$ cat src/rtl/scene_packet_decoder_pkg.sv
// Shared types and constants for the scene packet decoder.
package scene_packet_decoder_pkg;

   localparam int unsigned WORD_W     = 64;
   localparam int unsigned HDR_RSVD_W = 40;

   localparam logic [7:0] MAGIC   = 8'hA5;
   localparam logic [7:0] OP_LOAD = 8'h01;

   typedef enum logic [1:0] {
      ST_IDLE      = 2'd0,
      ST_PAYLOAD   = 2'd1,
      ST_TRAILER   = 2'd2,
      ST_WAIT_SWAP = 2'd3
   } state_e;

   typedef enum logic [1:0] {
      ERR_NONE     = 2'd0,
      ERR_HEADER   = 2'd1,
      ERR_CHECKSUM = 2'd2,
      ERR_TIMEOUT  = 2'd3
   } err_code_e;

   typedef struct packed {
      logic [7:0]            magic;
      logic [7:0]            opcode;
      logic [7:0]            count;
      logic [HDR_RSVD_W-1:0] rsvd;
   } hdr_t;

   // A header is usable only if the object count fits the scene RAM.
   function automatic logic hdr_valid(input logic [7:0] magic,
                                      input logic [7:0] opcode,
                                      input logic [7:0] count,
                                      input logic [7:0] max_obj);
      return (magic == MAGIC) && (opcode == OP_LOAD) &&
             (count != 8'd0) && (count <= max_obj);
   endfunction

endpackage

$ cat src/rtl/scene_packet_decoder_timer.sv
// Loadable down-counter that pulses once, registered, when it runs down to zero.
module scene_packet_decoder_timer
   import scene_packet_decoder_pkg::*;
#(
   parameter int unsigned CNT_W = 8
) (
   input  logic             clk,
   input  logic             rst,
   input  logic             load_i,
   input  logic [CNT_W-1:0] load_val_i,
   input  logic             clear_i,
   input  logic             en_i,
   output logic             expired_o
);

   logic [CNT_W-1:0] cnt_q, cnt_d;
   logic             expired_q, expired_d;

   // Load wins over clear so a restart in the same cycle as a clear is kept.
   always_comb begin
      cnt_d     = cnt_q;
      expired_d = 1'b0;
      if (load_i) begin
         cnt_d = load_val_i;
      end else if (clear_i) begin
         cnt_d = '0;
      end else if (en_i && (cnt_q != '0)) begin
         cnt_d     = cnt_q - CNT_W'(1);
         expired_d = (cnt_q == CNT_W'(1));
      end
   end

   always_ff @(posedge clk) begin
      if (rst) begin
         cnt_q     <= '0;
         expired_q <= 1'b0;
      end else begin
         cnt_q     <= cnt_d;
         expired_q <= expired_d;
      end
   end

   assign expired_o = expired_q;

endmodule

$ cat src/rtl/scene_packet_decoder.sv
// Parses framed scene packets into the back bank of a double-buffered scene RAM
// and swaps banks on the frame boundary following a checksum-clean packet.
module scene_packet_decoder
   import scene_packet_decoder_pkg::*;
#(
   parameter int unsigned MAX_OBJ        = 16,
   parameter int unsigned WORDS_PER_OBJ  = 2,
   parameter int unsigned TIMEOUT_CYCLES = 1250000,
   parameter int unsigned ADDR_W         = $clog2(MAX_OBJ * WORDS_PER_OBJ)
) (
   input  logic              clk,
   input  logic              rst,
   input  logic              i_word_dv,
   input  logic [WORD_W-1:0] i_word,
   input  logic              i_frame_start,
   output logic              o_wr_en,
   output logic              o_wr_bank,
   output logic [ADDR_W-1:0] o_wr_addr,
   output logic [WORD_W-1:0] o_wr_data,
   output logic              o_active_bank,
   output logic [7:0]        o_obj_count,
   output logic              o_commit,
   output logic              o_recv_interrupt,
   output logic [7:0]        o_err_count,
   output logic [1:0]        o_last_err
);

   localparam int unsigned       TMR_W     = $clog2(TIMEOUT_CYCLES);
   localparam logic [TMR_W-1:0]  TMR_LOAD  = TMR_W'(TIMEOUT_CYCLES - 1);
   localparam logic [7:0]        MAX_OBJ_B = 8'(MAX_OBJ);

   state_e            state_q, state_d;

   logic [7:0]        count_q, count_d;
   logic [7:0]        pend_q, pend_d;
   logic [ADDR_W-1:0] idx_q, idx_d;
   logic [ADDR_W-1:0] last_idx_q, last_idx_d;
   logic [WORD_W-1:0] csum_q, csum_d;

   logic              wr_en_q, wr_en_d;
   logic [ADDR_W-1:0] wr_addr_q, wr_addr_d;
   logic [WORD_W-1:0] wr_data_q, wr_data_d;
   logic              active_bank_q, active_bank_d;
   logic              wr_bank_q, wr_bank_d;
   logic [7:0]        obj_count_q, obj_count_d;
   logic              commit_q, commit_d;
   logic              irq_q, irq_d;
   logic [7:0]        err_cnt_q, err_cnt_d;
   err_code_e         last_err_q, last_err_d;

   hdr_t              hdr_c;
   logic              hdr_ok_c;
   logic              last_word_c;
   logic              csum_ok_c;
   logic              err_c;
   err_code_e         err_code_c;
   logic              tmr_load_c;
   logic              tmr_clear_c;
   logic              tmr_en_c;
   logic              tmr_expired;
   logic              unused_rsvd_c;

   assign hdr_c         = hdr_t'(i_word);
   assign hdr_ok_c      = hdr_valid(hdr_c.magic, hdr_c.opcode, hdr_c.count, MAX_OBJ_B);
   assign last_word_c   = (idx_q == last_idx_q);
   assign csum_ok_c     = (i_word == csum_q);
   assign unused_rsvd_c = ^hdr_c.rsvd;

   // The inter-word timer only runs while a packet is in flight.
   assign tmr_clear_c = (state_q == ST_IDLE) || (state_q == ST_WAIT_SWAP);
   assign tmr_en_c    = ~tmr_clear_c;

   scene_packet_decoder_timer #(
      .CNT_W (TMR_W)
   ) u_timer (
      .clk        (clk),
      .rst        (rst),
      .load_i     (tmr_load_c),
      .load_val_i (TMR_LOAD),
      .clear_i    (tmr_clear_c),
      .en_i       (tmr_en_c),
      .expired_o  (tmr_expired)
   );

   always_ff @(posedge clk) begin
      if (rst) begin
         state_q <= ST_IDLE;
      end else begin
         state_q <= state_d;
      end
   end

   // An arriving word always takes priority over a same-cycle timeout.
   always_comb begin
      state_d = state_q;
      case (state_q)
         ST_IDLE: begin
            if (i_word_dv && hdr_ok_c) begin
               state_d = ST_PAYLOAD;
            end
         end
         ST_PAYLOAD: begin
            if (i_word_dv) begin
               if (last_word_c) begin
                  state_d = ST_TRAILER;
               end
            end else if (tmr_expired) begin
               state_d = ST_IDLE;
            end
         end
         ST_TRAILER: begin
            if (i_word_dv) begin
               state_d = csum_ok_c ? ST_WAIT_SWAP : ST_IDLE;
            end else if (tmr_expired) begin
               state_d = ST_IDLE;
            end
         end
         ST_WAIT_SWAP: begin
            if (i_frame_start) begin
               state_d = ST_IDLE;
            end
         end
         default: state_d = ST_IDLE;
      endcase
   end

   always_comb begin
      count_d       = count_q;
      pend_d        = pend_q;
      idx_d         = idx_q;
      last_idx_d    = last_idx_q;
      csum_d        = csum_q;
      wr_en_d       = 1'b0;
      wr_addr_d     = wr_addr_q;
      wr_data_d     = wr_data_q;
      active_bank_d = active_bank_q;
      wr_bank_d     = wr_bank_q;
      obj_count_d   = obj_count_q;
      commit_d      = 1'b0;
      err_cnt_d     = err_cnt_q;
      last_err_d    = last_err_q;
      err_c         = 1'b0;
      err_code_c    = ERR_NONE;
      tmr_load_c    = 1'b0;

      case (state_q)
         ST_IDLE: begin
            if (i_word_dv) begin
               if (hdr_ok_c) begin
                  count_d    = hdr_c.count;
                  last_idx_d = ADDR_W'(16'(hdr_c.count) * 16'(WORDS_PER_OBJ) - 16'd1);
                  idx_d      = '0;
                  csum_d     = '0;
                  tmr_load_c = 1'b1;
               end else begin
                  err_c      = 1'b1;
                  err_code_c = ERR_HEADER;
               end
            end
         end
         ST_PAYLOAD: begin
            if (i_word_dv) begin
               wr_en_d    = 1'b1;
               wr_addr_d  = idx_q;
               wr_data_d  = i_word;
               csum_d     = csum_q ^ i_word;
               tmr_load_c = 1'b1;
               if (!last_word_c) begin
                  idx_d = idx_q + ADDR_W'(1);
               end
            end else if (tmr_expired) begin
               err_c      = 1'b1;
               err_code_c = ERR_TIMEOUT;
            end
         end
         ST_TRAILER: begin
            if (i_word_dv) begin
               if (csum_ok_c) begin
                  pend_d = count_q;
               end else begin
                  err_c      = 1'b1;
                  err_code_c = ERR_CHECKSUM;
               end
            end else if (tmr_expired) begin
               err_c      = 1'b1;
               err_code_c = ERR_TIMEOUT;
            end
         end
         ST_WAIT_SWAP: begin
            if (i_frame_start) begin
               active_bank_d = ~active_bank_q;
               wr_bank_d     = active_bank_q;
               obj_count_d   = pend_q;
               commit_d      = 1'b1;
            end
            // No buffer space until the swap: the word is dropped.
            if (i_word_dv) begin
               err_c      = 1'b1;
               err_code_c = ERR_TIMEOUT;
            end
         end
         default: ;
      endcase

      irq_d = (state_d != ST_WAIT_SWAP);

      if (err_c) begin
         last_err_d = err_code_c;
         if (err_cnt_q != 8'hFF) begin
            err_cnt_d = err_cnt_q + 8'd1;
         end
      end
   end

   always_ff @(posedge clk) begin
      if (rst) begin
         count_q       <= '0;
         pend_q        <= '0;
         idx_q         <= '0;
         last_idx_q    <= '0;
         csum_q        <= '0;
         wr_en_q       <= 1'b0;
         wr_addr_q     <= '0;
         wr_data_q     <= '0;
         active_bank_q <= 1'b0;
         wr_bank_q     <= 1'b1;
         obj_count_q   <= '0;
         commit_q      <= 1'b0;
         irq_q         <= 1'b1;
         err_cnt_q     <= '0;
         last_err_q    <= ERR_NONE;
      end else begin
         count_q       <= count_d;
         pend_q        <= pend_d;
         idx_q         <= idx_d;
         last_idx_q    <= last_idx_d;
         csum_q        <= csum_d;
         wr_en_q       <= wr_en_d;
         wr_addr_q     <= wr_addr_d;
         wr_data_q     <= wr_data_d;
         active_bank_q <= active_bank_d;
         wr_bank_q     <= wr_bank_d;
         obj_count_q   <= obj_count_d;
         commit_q      <= commit_d;
         irq_q         <= irq_d;
         err_cnt_q     <= err_cnt_d;
         last_err_q    <= last_err_d;
      end
   end

   assign o_wr_en          = wr_en_q;
   assign o_wr_bank        = wr_bank_q;
   assign o_wr_addr        = wr_addr_q;
   assign o_wr_data        = wr_data_q;
   assign o_active_bank    = active_bank_q;
   assign o_obj_count      = obj_count_q;
   assign o_commit         = commit_q;
   assign o_recv_interrupt = irq_q;
   assign o_err_count      = err_cnt_q;
   assign o_last_err       = last_err_q;

endmodule

$ cat config.mk
export PLATFORM = sky130hd
export DESIGN_NAME = scene_packet_decoder
export DESIGN_NICKNAME = d
export VERILOG_FILES = /design/src/rtl/scene_packet_decoder_pkg.sv /design/src/rtl/scene_packet_decoder_timer.sv /design/src/rtl/scene_packet_decoder.sv
export SDC_FILE = /design/constraint.sdc
export NUM_CORES = 1
export LEC_CHECK = 0
export CORE_ASPECT_RATIO = 0.6
export CORE_MARGIN = 5
export CORE_UTILIZATION = 46
export DETAILED_ROUTE_END_ITERATION = 10
export PLACE_DENSITY = 0.71
export SLEW_MARGIN = 10
export SYNTH_ARGS = -nofsm -noshare
export SYNTH_HDL_FRONTEND = slang
export SYNTH_SLANG_ARGS = --single-unit
export TNS_END_PERCENT = 30
$ cat constraint.sdc
create_clock -name clk -period 3.35 [get_ports clk]
set_input_delay 0.335 -clock clk [delete_from_list [all_inputs] [get_ports clk]]
set_output_delay 0.335 -clock clk [all_outputs]
set_load 0.01 [all_outputs]
==> metrics <==
status completed; Slew HR 48.8%; initial antenna violation count 0; Diodes inserted 0; row cnt 40; total die area 0.0231 mm^2; hold crit path type in2reg; FF/Latch Area 0.00412 mm^2; postcts setup bufs 0; gr ovfl total 0; Tcrit/Tclk final 82.2%; Final Hold Vio Count 0; synthesis-to-finish area growth 28.3%; Port Buf Inserts 159; Mapped Nets 1,217; global-route wire length before repair 41,700 um; Clock Path Buffers 3; r2r startpoint csum_q[33]$_SDFFE_PP0P_; pwr/cell area 422 mW/mm^2; GPL Wtd Cong 0.904; synthesized cell area 0.00922 mm^2; Leakage 3.91 nW; IO Count 160; clock root cell clkbuf_16; f_max 0.363 GHz; CP Data Arrival Time 3.14 ns; Design Area, Final 0.0118 mm^2; hpwl dp 18,300 um; Iter 0 DRT Violations 646; RSZ-0062 raised after global routing false; die height 120 um; r2r setup slk 0.75 ns; worst path required time 3.73 ns; syn_area_per_cell 8.09 um^2; fin crit period 2.75 ns; crit path to o_err_count[5]$_SDFFE_PP0P_; clk_lat worst skew 0.49 ns; vias after detailed routing 8,445; Slew @ Worst Pin 0.768 ns; Max IR drop VDD 303 uV; CTS H-tree depth 1; crit path launch i_word[44]; Yosys reg bits 206; clk sinks 206; CTS resizes 0; DRC 0; hold_buf cts 0; total CTS buffers 20; clk_skew 0.00946 ns; crit path launch type input pin; Seq/Total Area, Yosys 44.7%; routed wire length per instance 16.7 um; DP Area 0.0112 mm^2; Multi-input gate area 0.00476 mm^2; final WL 26,100 um; Reg2Reg Depth 7; reg-to-reg endpoint o_err_count[5]$_SDFFE_PP0P_; Post-synth top flop dfxtp_1; fillers 1,793; Max FO, Critical Path 8; setup TNS 0 ns; Min-Delay Path Depth 2; top sig layer met4; wire length on met3 1810 um; wl on met1 13,700 um; warnings from Yosys 0; gr usage total 22.0%; EDFF count, synth 0; critical setup path kind in2reg; final slew viol count 0; Async SR Flop Fraction 0%; met2 WL 10,100 um; core area 0.0199 mm^2; vias per cell 5.38; Worst Setup End Kind flip-flop; Layout Nets 1,361; largest net degree at the start of global routing 146; layout cells sized above 1 6.17%; Final setup viols 0; die width 193 um; max_cap viols 0; CTS tree done; number of library cell types mapped by synthesis 57; Worst-path clk slew 0.06 ns; Post-DRT Antenna Nets 0; Initial Utilization 46.4%; First-pass DRT Iterations 5; Synth Instances 1,140; vias in the first global route 7,681
final cells by class:
class                           count  share of cell area (%)
Clock buffer                       31                    5.10
Clock inverter                      3                   0.338
Inverter                           13                   0.412
Multi-Input combinational cell    853                    40.2
Sequential cell                   206                    34.9
Tap cell                          273                    2.89
Timing Repair Buffer              190                    16.2
logic make-up (layout without fill, tap and decap cells):
family	count (synthesis)	after routing	synth area share (%)
fa+ha+maj	9	9	1.22
compound gates	269	269	15.5
simple gates	470	470	24.6
buf+inv	81	237	3.79
flops	206	206	44.7
mux	12	12	1.34
xor+xnor	93	93	8.84
state kept, by name, summed over array words and instances, names as in the netlist:
| name | cells |
|---|---|
| o_active_bank | 1 |
| o_commit | 1 |
| pend_q | 8 |
| o_obj_count | 8 |
| idx_q | 5 |
| u_timer.cnt_q | 21 |
| o_wr_en | 1 |
| o_last_err | 2 |
| o_recv_interrupt | 1 |
| o_err_count | 8 |
| o_wr_data | 64 |
| csum_q | 64 |
| last_idx_q | 5 |
| o_wr_addr | 5 |
| u_timer.expired_o | 1 |
| o_wr_bank | 1 |
| count_q | 8 |
| state_q | 2 |
report_power, final:
part           internal (mW)  leakage (nW)  total (mW)  switching [mW]
clock                   1.31         0.317        2.25           0.942
sequential              2.45          1.66        2.46         0.00502
combinational          0.125          1.93       0.282           0.157
through the flow:
stage	total power [mW]	setup WS [ns]	utilization (%)	std cells	hold WS (ns)
detailed placement	2.79	0.189	56.3	1535	0.446
global route	5.16	0.410	59.5	1569	0.200
finish	4.99	0.595	59.5	1569	0.196
CTS	5.03	0.695	59.5	1569	0.179
global placement	2.79	0.142	56.3	1535	0.441
floorplan	2.61	0.892	-	1140	0.429
Yosys cell counts, drive strengths merged, types with 13 or more instances:
cell	n	area (um^2)
dfxtp	206	4120
nand2	192	723
a21oi	172	865
nor2	125	479
xnor2	82	718
o21ai	75	379
nand3b	62	465
clkbuf	42	158
buf	26	143
nand4	23	144
inv	13	48.8
layer usage:
metal  up-vias  global-route usage, %
li1       4170                      -
met1      3981                   36.1
met2       257                   29.1
met3        37                   4.04
met4         0                   4.67
met5         -                      0
worst max-delay path, cell delays in order:
cell,delay [ns]
clkdlybuf4s50_1,0.59
xnor2_1,0.32
nand4_1,0.12
nor4_1,0.65
nand4_1,0.28
a22o_2,0.36
and4_1,0.22
mux2_2,0.26
placed cells by master, fill, tap and decap left out, types with 3 or more instances in the layout:
master / Yosys / layout
buf_12: 0 / 7
nor4_1: 10 / 10
nor2b_1: 4 / 4
o31ai_1: 3 / 3
mux2i_1: 9 / 9
o21ai_0: 74 / 74
nand3_1: 9 / 9
mux2_2: 3 / 3
nand3b_1: 62 / 62
inv_1: 13 / 13
nand2_1: 191 / 189
or4_1: 3 / 3
a21o_1: 5 / 5
clkdlybuf4s50_1: 0 / 158
nor4b_1: 4 / 4
clkbuf_16: 0 / 21
nor3_1: 10 / 10
or3_1: 5 / 5
xor2_1: 11 / 11
nand2_2: 1 / 3
nand4_1: 23 / 23
xnor2_1: 82 / 82
clkbuf_1: 42 / 6
nor2_1: 123 / 123
clkbuf_8: 0 / 4
and2_1: 7 / 5
ha_1: 9 / 9
dfxtp_1: 206 / 206
a21oi_1: 171 / 171
buf_4: 1 / 24
worst min-delay path by stage:
stage | startpoint | to | slack (ns)
3_5_place_dp | o_wr_data[30]$_SDFFE_PP0P_ | o_wr_data[30]$_SDFFE_PP0P_ | 0.45
6_report | rst | o_wr_en$_SDFF_PP0_ | 0.20
5_1_grt | rst | o_active_bank$_SDFFE_PP0P_ | 0.20
4_1_cts | rst | o_active_bank$_SDFFE_PP0P_ | 0.18
2_1_floorplan | pend_q[0]$_SDFFE_PP0P_ | o_obj_count[0]$_SDFFE_PP0P_ | 0.43
3_3_place_gp | o_wr_addr[3]$_SDFFE_PP0P_ | o_wr_addr[3]$_SDFFE_PP0P_ | 0.44
(Power assumes the default switching activity.)
